<file path="src/rtl/fft_pkg.sv">
// Shared FFT constants: transform size, sample width, loader state encoding
// and the address-generation-unit constants.
package fft_pkg;

    localparam int N_LOG2   = 10;
    localparam int N_POINTS = 1 << N_LOG2;
    localparam int DATA_W   = 16;

    localparam logic [1:0] LDR_IDLE     = 2'd0;
    localparam logic [1:0] LDR_LOAD     = 2'd1;
    localparam logic [1:0] LDR_START    = 2'd2;
    localparam logic [1:0] LDR_WAIT_FFT = 2'd3;

    typedef enum logic [1:0] {
        S_IDLE     = LDR_IDLE,
        S_LOAD     = LDR_LOAD,
        S_START    = LDR_START,
        S_WAIT_FFT = LDR_WAIT_FFT
    } loader_state_t;

    // Address generation unit constants.
    localparam int                AGU_ADDR_W     = N_LOG2;
    localparam int                AGU_NUM_STAGES = N_LOG2;
    localparam logic [N_LOG2-1:0] AGU_LAST_ADDR  = N_LOG2'(N_POINTS - 1);
    localparam logic              AGU_BANK_IN    = 1'b0;

endpackage

</file>
<file path="src/rtl/bit_rev.sv">
// Combinational bit-reversal of an N_LOG2-bit index; shared by the loader
// and the output unloader.
module bit_rev #(
    parameter int N_LOG2 = fft_pkg::N_LOG2
) (
    input  logic [N_LOG2-1:0] idx_i,
    output logic [N_LOG2-1:0] addr_o
);

    always_comb begin
        addr_o = '0;
        for (int b = 0; b < N_LOG2; b++) begin
            addr_o[b] = idx_i[N_LOG2-1-b];
        end
    end

endmodule

</file>
<file path="src/rtl/fft_input_loader.sv">
// Loads one frame of real samples into FFT bank 0 at bit-reversed addresses,
// strobes the FFT start, and waits for completion before loading again.
module fft_input_loader
    import fft_pkg::*;
#(
    parameter int N_LOG2 = fft_pkg::N_LOG2,
    parameter int DATA_W = fft_pkg::DATA_W,
    parameter int CNT_W  = 16
) (
    input  logic                clk,
    input  logic                rst,
    input  logic                enable_i,
    input  logic [DATA_W-1:0]   sample_i,
    input  logic                sample_valid_i,
    output logic                sample_ready_o,
    output logic                wr_en_o,
    output logic [N_LOG2-1:0]   wr_addr_o,
    output logic [2*DATA_W-1:0] wr_data_o,
    output logic                start_o,
    input  logic                fft_done_i,
    output logic [CNT_W-1:0]    frame_cnt_o,
    output logic [CNT_W-1:0]    drop_cnt_o,
    output logic [1:0]          dbg_state_o
);

    // Handshake: a sample moves on any rising edge where sample_valid_i and
    // sample_ready_o are both high; ready never depends on valid.

    loader_state_t       state_q, state_d;
    logic [N_LOG2-1:0]   idx_q, idx_d;
    logic                wr_en_q, wr_en_d;
    logic [N_LOG2-1:0]   wr_addr_q, wr_addr_d;
    logic [2*DATA_W-1:0] wr_data_q, wr_data_d;
    logic                start_q, start_d;
    logic [CNT_W-1:0]    frame_q, frame_d;
    logic [CNT_W-1:0]    drop_q, drop_d;
    logic [N_LOG2-1:0]   rev_addr;
    logic                ready;
    logic                fire;

    bit_rev #(.N_LOG2(N_LOG2)) u_bit_rev (
        .idx_i  (idx_q),
        .addr_o (rev_addr)
    );

    assign ready = (state_q == S_LOAD) && enable_i;
    assign fire  = ready && sample_valid_i;

    always_comb begin
        state_d   = state_q;
        idx_d     = idx_q;
        wr_en_d   = 1'b0;
        wr_addr_d = wr_addr_q;
        wr_data_d = wr_data_q;
        start_d   = 1'b0;
        frame_d   = frame_q;
        drop_d    = drop_q;

        case (state_q)
            S_IDLE: begin
                if (enable_i) state_d = S_LOAD;
            end
            S_LOAD: begin
                if (fire) begin
                    wr_en_d   = 1'b1;
                    wr_addr_d = rev_addr;
                    wr_data_d = {sample_i, {DATA_W{1'b0}}};
                    idx_d     = idx_q + 1'b1;
                    if (idx_q == {N_LOG2{1'b1}}) state_d = S_START;
                end
            end
            S_START: begin
                start_d = 1'b1;
                frame_d = frame_q + 1'b1;
                state_d = S_WAIT_FFT;
            end
            S_WAIT_FFT: begin
                if (fft_done_i) state_d = enable_i ? S_LOAD : S_IDLE;
            end
            default: state_d = S_IDLE;
        endcase

        // Samples offered while blocked; saturates rather than wrapping.
        if (enable_i && sample_valid_i && !ready && (drop_q != {CNT_W{1'b1}})) begin
            drop_d = drop_q + 1'b1;
        end
    end

    always_ff @(posedge clk) begin
        if (rst) begin
            state_q   <= S_IDLE;
            idx_q     <= '0;
            wr_en_q   <= 1'b0;
            wr_addr_q <= '0;
            wr_data_q <= '0;
            start_q   <= 1'b0;
            frame_q   <= '0;
            drop_q    <= '0;
        end else begin
            state_q   <= state_d;
            idx_q     <= idx_d;
            wr_en_q   <= wr_en_d;
            wr_addr_q <= wr_addr_d;
            wr_data_q <= wr_data_d;
            start_q   <= start_d;
            frame_q   <= frame_d;
            drop_q    <= drop_d;
        end
    end

    assign sample_ready_o = ready;
    assign wr_en_o        = wr_en_q;
    assign wr_addr_o      = wr_addr_q;
    assign wr_data_o      = wr_data_q;
    assign start_o        = start_q;
    assign frame_cnt_o    = frame_q;
    assign drop_cnt_o     = drop_q;
    assign dbg_state_o    = state_q;

endmodule

</file>
<file path="config.mk">
export PLATFORM = sky130hd
export DESIGN_NAME = fft_input_loader
export DESIGN_NICKNAME = d
export VERILOG_FILES = /design/src/rtl/fft_pkg.sv /design/src/rtl/bit_rev.sv /design/src/rtl/fft_input_loader.sv
export SDC_FILE = /design/constraint.sdc
export NUM_CORES = 1
export LEC_CHECK = 0
export CAP_MARGIN = 0
export CORE_MARGIN = 3
export CORE_UTILIZATION = 47
export CTS_CLUSTER_SIZE = 30
export DETAILED_ROUTE_END_ITERATION = 7
export PLACE_DENSITY = 0.92
export SLEW_MARGIN = 40
export SYNTH_ARGS = -nofsm -noshare
export SYNTH_HDL_FRONTEND = slang
export SYNTH_SLANG_ARGS = --single-unit
</file>
<file path="constraint.sdc">
create_clock -name clk -period 2.3 [get_ports clk]
set_input_delay 0.69 -clock clk [delete_from_list [all_inputs] [get_ports clk]]
set_output_delay 0.69 -clock clk [all_outputs]
set_load 0.01 [all_outputs]
</file>
==> results of run 1 <==
==> sequential cells by signal, indices dropped and copies added, names as in the netlist <==
name / count
drop_cnt_o: 16
frame_cnt_o: 16
wr_addr_o: 10
dbg_state_o: 2
wr_en_o: 1
wr_data_o: 16
idx_q: 10
start_o: 1
==> synthesized netlist by cell type, drive strengths merged (5+ instances only) <==
library cell,number,area [µm²]
a21oi,46,230
buf,24,154
clkbuf,10,37.5
dfxtp,72,1440
ha,7,87.6
inv,10,37.5
nand2,66,248
nand3,14,70.1
nand4,12,90.1
nor2,26,97.6
nor3,8,40.0
nor4,5,52.6
o21ai,8,40.0
o31ai,8,60.1
or3,8,50.1
or4,8,60.1
xnor2,8,70.1
xor2,8,70.1
==> worst max-delay path, delay by kind of cell <==
| family | cells | cell delay (ps) |
|---|---|---|
| simple gates | 1 | 120 |
| buf+inv | 2 | 730 |
==> where the power goes <==
part           switching [W]  internal (W)
combinational       0.000286      0.000264
sequential         0.0000549       0.00131
clock               0.000486      0.000536
==> layout make-up <==
type | instances | area share
Timing Repair Buffer | 99 | 0.218
Inverter | 10 | 0.00866
Sequential cell | 72 | 0.333
Clock buffer | 10 | 0.0318
Clock inverter | 6 | 0.0156
Multi-Input combinational cell | 283 | 0.371
Tap cell | 77 | 0.0222
==> layout by cell type (no fill, tap or decap), drive strengths merged, types with 2 or more instances in the layout <==
master and count:
conb 16, buf 17, and4 3, or3 8, dfxtp 72, nand3 14, or2 2, xnor2 8
a31o 2, a211oi 2, o21ai 8, or4 8, nand4 12, mux2 3, nor4 5, clkbuf 10
ha 7, nand2b 3, inv 11, clkinv 3, nand2 66, nor3 8, nor2b 4, nor2 26
a21oi 46, and3 4, xor2 8, clkdlybuf4s50 81, mux2i 2, o31ai 8
==> through the flow <==
stage | total power, W | setup WS, ps | instance area [µm²] | instances
global placement | 0.00192 | -201 | 4130 | 541
global route | 0.00307 | 15.6 | 4330 | 557
finish | 0.00293 | 68.4 | 4330 | 557
detailed placement | 0.00194 | -206 | 4130 | 541
floorplan | 0.00171 | 398 | 3280 | 399
CTS | 0.00296 | 23.7 | 4330 | 557
==> timing repair <==
item                                    4_1_cts  5_1_grt
hold buffers                                  0        0
cloned                                        0        0
endpoints found under the setup margin        1        1
gates resized for setup                       1        1
==> cells by family (layout without fill, tap and decap cells) <==
family / Yosys count / in the layout / share of synthesized area
mux: 5 / 5 / 0.0167
compound gates: 72 / 72 / 0.129
other cells: 1 / 16 / 0.00116
flops: 72 / 72 / 0.448
xor+xnor: 16 / 16 / 0.0435
simple gates: 167 / 167 / 0.263
buf+inv: 44 / 125 / 0.0711
fa+ha+maj: 7 / 7 / 0.0272
==> layer usage <==
layer  up-vias  share of wire  track usage
li1       1493              -            -
met1      1426           0.43        0.240
met2        82           0.51        0.336
met3         6          0.046       0.0382
met4         0          0.011       0.0948
met5         -              0            0
==> worst paths after layout <==
check	from	to	cells after the start
worst max-delay path	enable_i	sample_ready_o	3
worst min-delay path	wr_data_o[27]$_SDFFE_PP0P_	wr_data_o[27]$_SDFFE_PP0P_	2
worst min register to register	wr_data_o[27]$_SDFFE_PP0P_	wr_data_o[27]$_SDFFE_PP0P_	2
worst max register to register	dbg_state_o[0]$_SDFFE_PP0P_	frame_cnt_o[13]$_SDFFE_PP0P_	6
==> results.toml, run 1 <==
[place]
gp_congestion = 0.801
dp_hpwl_um = 5440
numPortBuffers = 83

[floorplan]
dieArea_um2 = 7880
num_rows = 29
initial_core_util = 0.496
pin_count = 100
die_h_um = 88.8
design.core.area_um2 = 6490
dieWidth_um = 88.8

[timing]
fin_crit_ps = 2230
hold_viol = 0
timing.hold.ws_ps = 455
timing.final.crit_share = 0.970
timing.fmax_mhz = 448
worstMarginPinSlew_ps = 592
skew_ps = 5.95
finalSetupViolations = 0
rsz0062_at_grt = "false"
fin_setup_tns_ps = 0
slew_headroom = 0.602
final_max_slew_viol_count = 0

[status]
outcome = "complete, no violations"

[global_route]
grt_max_degree = 34
grtUsageTotal = 0.198
grt_pass1_vias = 2826
antenna_found_initial = 0
grt_pass1_wl_um = 12400
overflow = 0

[logic_synthesis]
ys_ff_latch = 72
syn_inst = 384
synth_flop_cell = "dfxtp_1"
yosysWarnings = 0
synth.avg_cell_area_um2 = 8.39
synth_edf_count = 0
synth_cell_types = 43
async_reset_ff_frac = 0
syn_area_um2 = 3220
seq_area_frac_synth = 0.448

[cells_and_area]
syn_to_final_growth_pct = 34.5
multi_input_area_um2 = 1610
post-route-util = 0.667
nets = 503
final_layout_size_suffix_gt1_frac = 0.0896
seqCellArea_um2 = 1440
fillCellCount = 536
antenna_cells = 0

[worst_setup_path]
path_max_fanout = 2
criticalPathCategory = "in -> out"
critPathLaunchType = "primary input"
cp_data_arrival_time_ps = 1540
reg2reg_setup_slack_ps = 190
endpoint_kind = "primary output"
required_ps = 1610
path_cells = "clkdlybuf4s50_1 > and2_1 > dlygate4sd2_1"
cpPeakStageDelay_ps = 470
cp_slowest_cell = "clkdlybuf4s50_1"

[drt]
vias = 3007
vias_per_cell = 5.40
drtIter0Drc = 112
wl_um = 7700
postRouteAntennaNets = 0
drt-wirelength-per-cell_um = 13.8
dr.pass1.iters = 4
drc = 0

[cts]
root_buffer = "clkbuf_8"
post-cts-setup-buffers = 0
clk_pin_slew_ps = 80
cts_tree = "done"
worstSkewPairLatency_ps = 340
numClockSinks = 72
cts_htree_levels = 3
cts.path.max_buffers = 2
cts_buffers = 9

[power_and_ir_drop]
ir_drop_uv = 385
power_density_nw_per_um2 = 677
leakage_nw = 1.52

[flow_run]
drv_cap = 0

[worst_hold_path]
hp-class = "reg -> reg"
(Power assumes the default switching activity.)
==> inputs of run 2 (changes only) <==
--- a/config.mk
+++ b/config.mk
@@ -6,11 +6,14 @@
 export NUM_CORES = 1
 export LEC_CHECK = 0
 export CAP_MARGIN = 0
+export CORE_ASPECT_RATIO = 2
 export CORE_MARGIN = 3
-export CORE_UTILIZATION = 47
+export CORE_UTILIZATION = 50
 export CTS_CLUSTER_SIZE = 30
 export DETAILED_ROUTE_END_ITERATION = 7
-export PLACE_DENSITY = 0.92
+export DONT_BUFFER_PORTS = 1
+export MAX_ROUTING_LAYER = met4
+export PLACE_DENSITY = 0.76
 export SLEW_MARGIN = 40
 export SYNTH_ARGS = -nofsm -noshare
 export SYNTH_HDL_FRONTEND = slang
==> run 2 against run 1 <==
Effect of this change:
- first-iteration DRC count is 29% higher
- global-route usage is 0.30 points lower
- sequential power grew 3%
- setup slack improved by 99 ps
- clock skew decreased by 1.5 ps
- hold slack worse by 21 ps
- die area is 4.9% lower
- combinational power is 39% lower
==> results.toml, run 2 (synthesized netlist as in run 1, its figures left out) <==
[status]
outcome = "complete, no violations"

[timing]
finalSetupViolations = 0
worstMarginPinSlew_ps = 526
timing.final.crit_share = 0.927
rsz0062_at_grt = "false"
hold_viol = 0
fin_setup_tns_ps = 0
fin_crit_ps = 2130
final_max_slew_viol_count = 0
timing.fmax_mhz = 469
skew_ps = 4.46
slew_headroom = 0.646

[cts]
cts_htree_levels = 3
post-cts-setup-buffers = 0
ctsHoldBuffers = 0
post_cts_resized = 0
cts_buffers = 9
root_buffer = "clkbuf_16"
numClockSinks = 72
cts.path.max_buffers = 2
cts_tree = "done"
worstSkewPairLatency_ps = 320
clk_pin_slew_ps = 50

[worst_hold_path]
hp-class = "in -> reg"

[power_and_ir_drop]
pwr-share-comb = 0.114
net-switching-power_w = 0.000758
p_int_w = 0.00218
ir_drop_uv = 889
leakage_nw = 1.20
power_density_nw_per_um2 = 841
seqPwrFrac = 0.475
netSwitchingFraction = 0.258
p_clk_frac = 0.411
p_total_w = 0.00294

[drt]
vias = 2602
drt-wirelength-per-cell_um = 14.6
dr.pass1.iters = 4
drc = 0
wl_um = 6830
postRouteAntennaNets = 0
drtIter0Drc = 145
vias_per_cell = 5.55

[cells_and_area]
design_area_um2 = 3500
final_layout_size_suffix_gt1_frac = 0.0701
nets = 410
final_cell_mix = "dfxtp_1, nand2_1, a21oi_1, nor2_1, conb_1"
mostFrequentLayoutCell = "dfxtp_1"
antenna_cells = 0
syn_to_final_growth_pct = 8.55
fillCellCount = 596

[place]
gp_congestion = 0.848
numPortBuffers = 0
dpl_cell_area_um2 = 3240
dp_hpwl_um = 4840

[global_route]
grt_max_degree = 78
grt_pass1_vias = 2552
antenna_found_initial = 0
grtUsageTotal = 0.195
grt_pass1_wl_um = 11500
overflow = 0

[worst_setup_path]
cp_data_arrival_time_ps = 2350
required_ps = 2510
reg2reg_setup_slack_ps = 170
criticalPathCategory = "reg -> reg"
endpoint_kind = "register"
critPathLaunchType = "register"
path_max_fanout = 6

[floorplan]
die_h_um = 120
initial_core_util = 0.527
dieWidth_um = 62.8
num_rows = 40
dieArea_um2 = 7500
pin_count = 100
design.core.area_um2 = 6110

[flow_run]
drv_cap = 0
[run 2: per-stage QoR]
step                utilization  std cells  setup slack (ps)  hold slack (ps)
finish                    0.573        469               167              433
global route              0.573        469              5.18              417
CTS                       0.572        469              99.3              423
detailed placement        0.530        455               100              464
global placement          0.530        455               203              457
floorplan                     -        399               398              450
[run 2: worst max-delay path: stages (launching register included)]
cell	delay (ps)
dfxtp_1	450
inv_1	120
ha_1	290
nand3b_1	260
or2_1	320
nor4_1	210
mux2_2	360
[run 2: power by group through the flow]
stage	sequential (W)	combinational (W)	clock [W]
3_3_place_gp	0.00142	0.000318	0
4_1_cts	0.00140	0.000337	0.00125
5_1_grt	0.00140	0.000384	0.00130
6_report	0.00140	0.000335	0.00121
2_1_floorplan	0.00140	0.000309	0
3_5_place_dp	0.00142	0.000335	0
[run 2: layout make-up]
type	count	area, µm²	share of cell area
Timing Repair Buffer	6	45.0	0.0129
Clock inverter	1	5.00	0.00143
Tap cell	84	105	0.0301
Sequential cell	72	1440	0.412
Clock buffer	13	250	0.0716
Multi-Input combinational cell	283	1610	0.461
Inverter	10	37.5	0.0107
[run 2: layer usage]
| metal | global-route usage | part of all wire |
|---|---|---|
| met5 | - | 0 |
| met1 | 0.185 | 0.36 |
| met4 | 0.111 | 0.035 |
| met3 | 0.0637 | 0.067 |
| met2 | 0.341 | 0.53 |
[run 2: final timing paths]
kind	startpoint	to	depth (start not counted)
max	dbg_state_o[1]$_SDFFE_PP0P_	drop_cnt_o[10]$_SDFFE_PP0P_	6
min	rst	frame_cnt_o[7]$_SDFFE_PP0P_	1
max reg2reg	dbg_state_o[1]$_SDFFE_PP0P_	drop_cnt_o[10]$_SDFFE_PP0P_	6
min reg2reg	idx_q[7]$_SDFFE_PP0P_	wr_addr_o[2]$_SDFFE_PP0P_	2
==> inputs of run 3 (changes only) <==
--- a/config.mk
+++ b/config.mk
@@ -9,6 +9,7 @@
 export CORE_ASPECT_RATIO = 2
 export CORE_MARGIN = 3
 export CORE_UTILIZATION = 50
+export CTS_BUF_LIST = sky130_fd_sc_hd__clkbuf_2
 export CTS_CLUSTER_SIZE = 30
 export DETAILED_ROUTE_END_ITERATION = 7
 export DONT_BUFFER_PORTS = 1
==> run 3 against run 2 <==
Effect of this change:
- cell count unchanged
- sequential share of layout area up 2.4 points
- non-clock buffer count unchanged
- fmax down 0.99%
- die area unchanged
- register-to-register slack better by 70 ps
- clock skew up 11 ps
- clock-buffer cell count down 1
- routed wire length up 0.41%
==> results.toml, run 3 (synthesized netlist as in run 1, its figures left out) <==
[drt]
dr.pass1.iters = 5
postRouteAntennaNets = 0
wl_um = 6860
drtIter0Drc = 117
vias = 2613
vias_per_cell = 5.57
drc = 0
drt-wirelength-per-cell_um = 14.6

[worst_setup_path]
critPathLaunchType = "register"
path_max_fanout = 6
reg2regPathDepth = 6
required_ps = 1610
cp_data_arrival_time_ps = 1460
criticalPathCategory = "reg -> out"
endpoint_kind = "primary output"

[floorplan]
num_rows = 40
pin_count = 100
initial_core_util = 0.527
design.core.area_um2 = 6110
die_h_um = 120
dieWidth_um = 62.8
dieArea_um2 = 7500

[global_route]
met3_usage = 0.0609
grt_pass1_vias = 2523
antenna_found_initial = 0
met1_usage = 0.181
met2_usage = 0.343
top_usage_layer = "met2"
grt_max_degree = 78
overflow = 0
grtUsageTotal = 0.194
grt_pass1_wl_um = 11400

[timing]
worstMarginPinSlew_ps = 526
skew_ps = 15.3
finalSetupViolations = 0
timing.hold.ws_ps = 228
final_max_slew_viol_count = 0
rsz0062_at_grt = "false"
fin_setup_tns_ps = 0
hold_viol = 0
fin_crit_ps = 2150
timing.final.crit_share = 0.936
timing.fmax_mhz = 464
slew_headroom = 0.646

[power_and_ir_drop]
p_int_w = 0.00158
p_total_w = 0.00228
power_density_nw_per_um2 = 688
leakage_nw = 1.13
netSwitchingFraction = 0.304
seqPwrFrac = 0.614
pwr-share-comb = 0.148
ir_drop_uv = 584
p_clk_frac = 0.238
net-switching-power_w = 0.000692

[cts]
root_buffer = "clkbuf_2"
numClockSinks = 72
post-cts-setup-buffers = 0
cts_buffers = 9
ctsHoldBuffers = 0
worstSkewPairLatency_ps = 500
cts.path.max_buffers = 2
cts_tree = "done"
clk_pin_slew_ps = 170
cts_htree_levels = 3

[place]
dp_hpwl_um = 4840
dpl_cell_area_um2 = 3240
gp_congestion = 0.848
numPortBuffers = 0

[cells_and_area]
final_cell_mix = "dfxtp_1, nand2_1, a21oi_1, nor2_1, conb_1"
antenna_cells = 0
syn_to_final_growth_pct = 2.76
design_area_um2 = 3310
final_layout_size_suffix_gt1_frac = 0.0805
mostFrequentLayoutCell = "dfxtp_1"
fillCellCount = 618
seqCellArea_um2 = 1440
nets = 410
multi_input_area_um2 = 1610

[worst_hold_path]
hp-class = "in -> reg"
min_path_cells = 1

[flow_run]
drv_cap = 0

[status]
outcome = "complete, no violations"
## run 3: final cells by class
| type | count | area share |
|---|---|---|
| multi-input combinational | 283 | 0.486 |
| sequential | 72 | 0.436 |
| tap | 84 | 0.0318 |
| clock buffer | 12 | 0.0181 |
| timing repair buffer | 6 | 0.0136 |
| inverter | 10 | 0.0113 |
| clock inverter | 2 | 0.00265 |
## run 3: per-layer routing
metal | share of wire | routed length [µm]
met1 | 0.37 | 2540
met2 | 0.53 | 3620
met3 | 0.066 | 453
met4 | 0.037 | 253
met5 | 0 | 0
## run 3: power by group through the flow
stage	clock, W	sequential (W)	combinational, W
after floorplan	0	0.00140	0.000309
after global placement	0	0.00142	0.000318
after detailed placement	0	0.00142	0.000335
after CTS	0.000569	0.00140	0.000337
after global routing	0.000618	0.00141	0.000387
final	0.000541	0.00140	0.000336
## run 3: critical path, stage by stage (launching register included)
cell and delay (ps):
dfxtp_2 400, inv_1 110, ha_2 250, and2_1 200
## run 3: per-stage QoR
stage                     instances  utilization  setup WS, ps
after global routing            469        0.542          29.6
after detailed placement        455        0.530           100
after floorplan                 399            -           398
final                           469        0.542           146
after global placement          455        0.530           203
after CTS                       469        0.542          33.6
## run 3: final timing paths
check / startpoint / to / slack (ps)
hold / removal: rst / frame_cnt_o[7]$_SDFFE_PP0P_ / 230
hold reg to reg: idx_q[7]$_SDFFE_PP0P_ / wr_addr_o[2]$_SDFFE_PP0P_ / 490
setup / recovery: dbg_state_o[1]$_SDFFE_PP0P_ / sample_ready_o / 150
setup reg to reg: dbg_state_o[0]$_SDFFE_PP0P_ / frame_cnt_o[13]$_SDFFE_PP0P_ / 240
## run 3: repair_timing
| item | in CTS | in global routing |
|---|---|---|
| endpoints found under the setup margin | 1 | 2 |
| gates resized for setup | 2 | 1 |
| gates cloned | 0 | 0 |
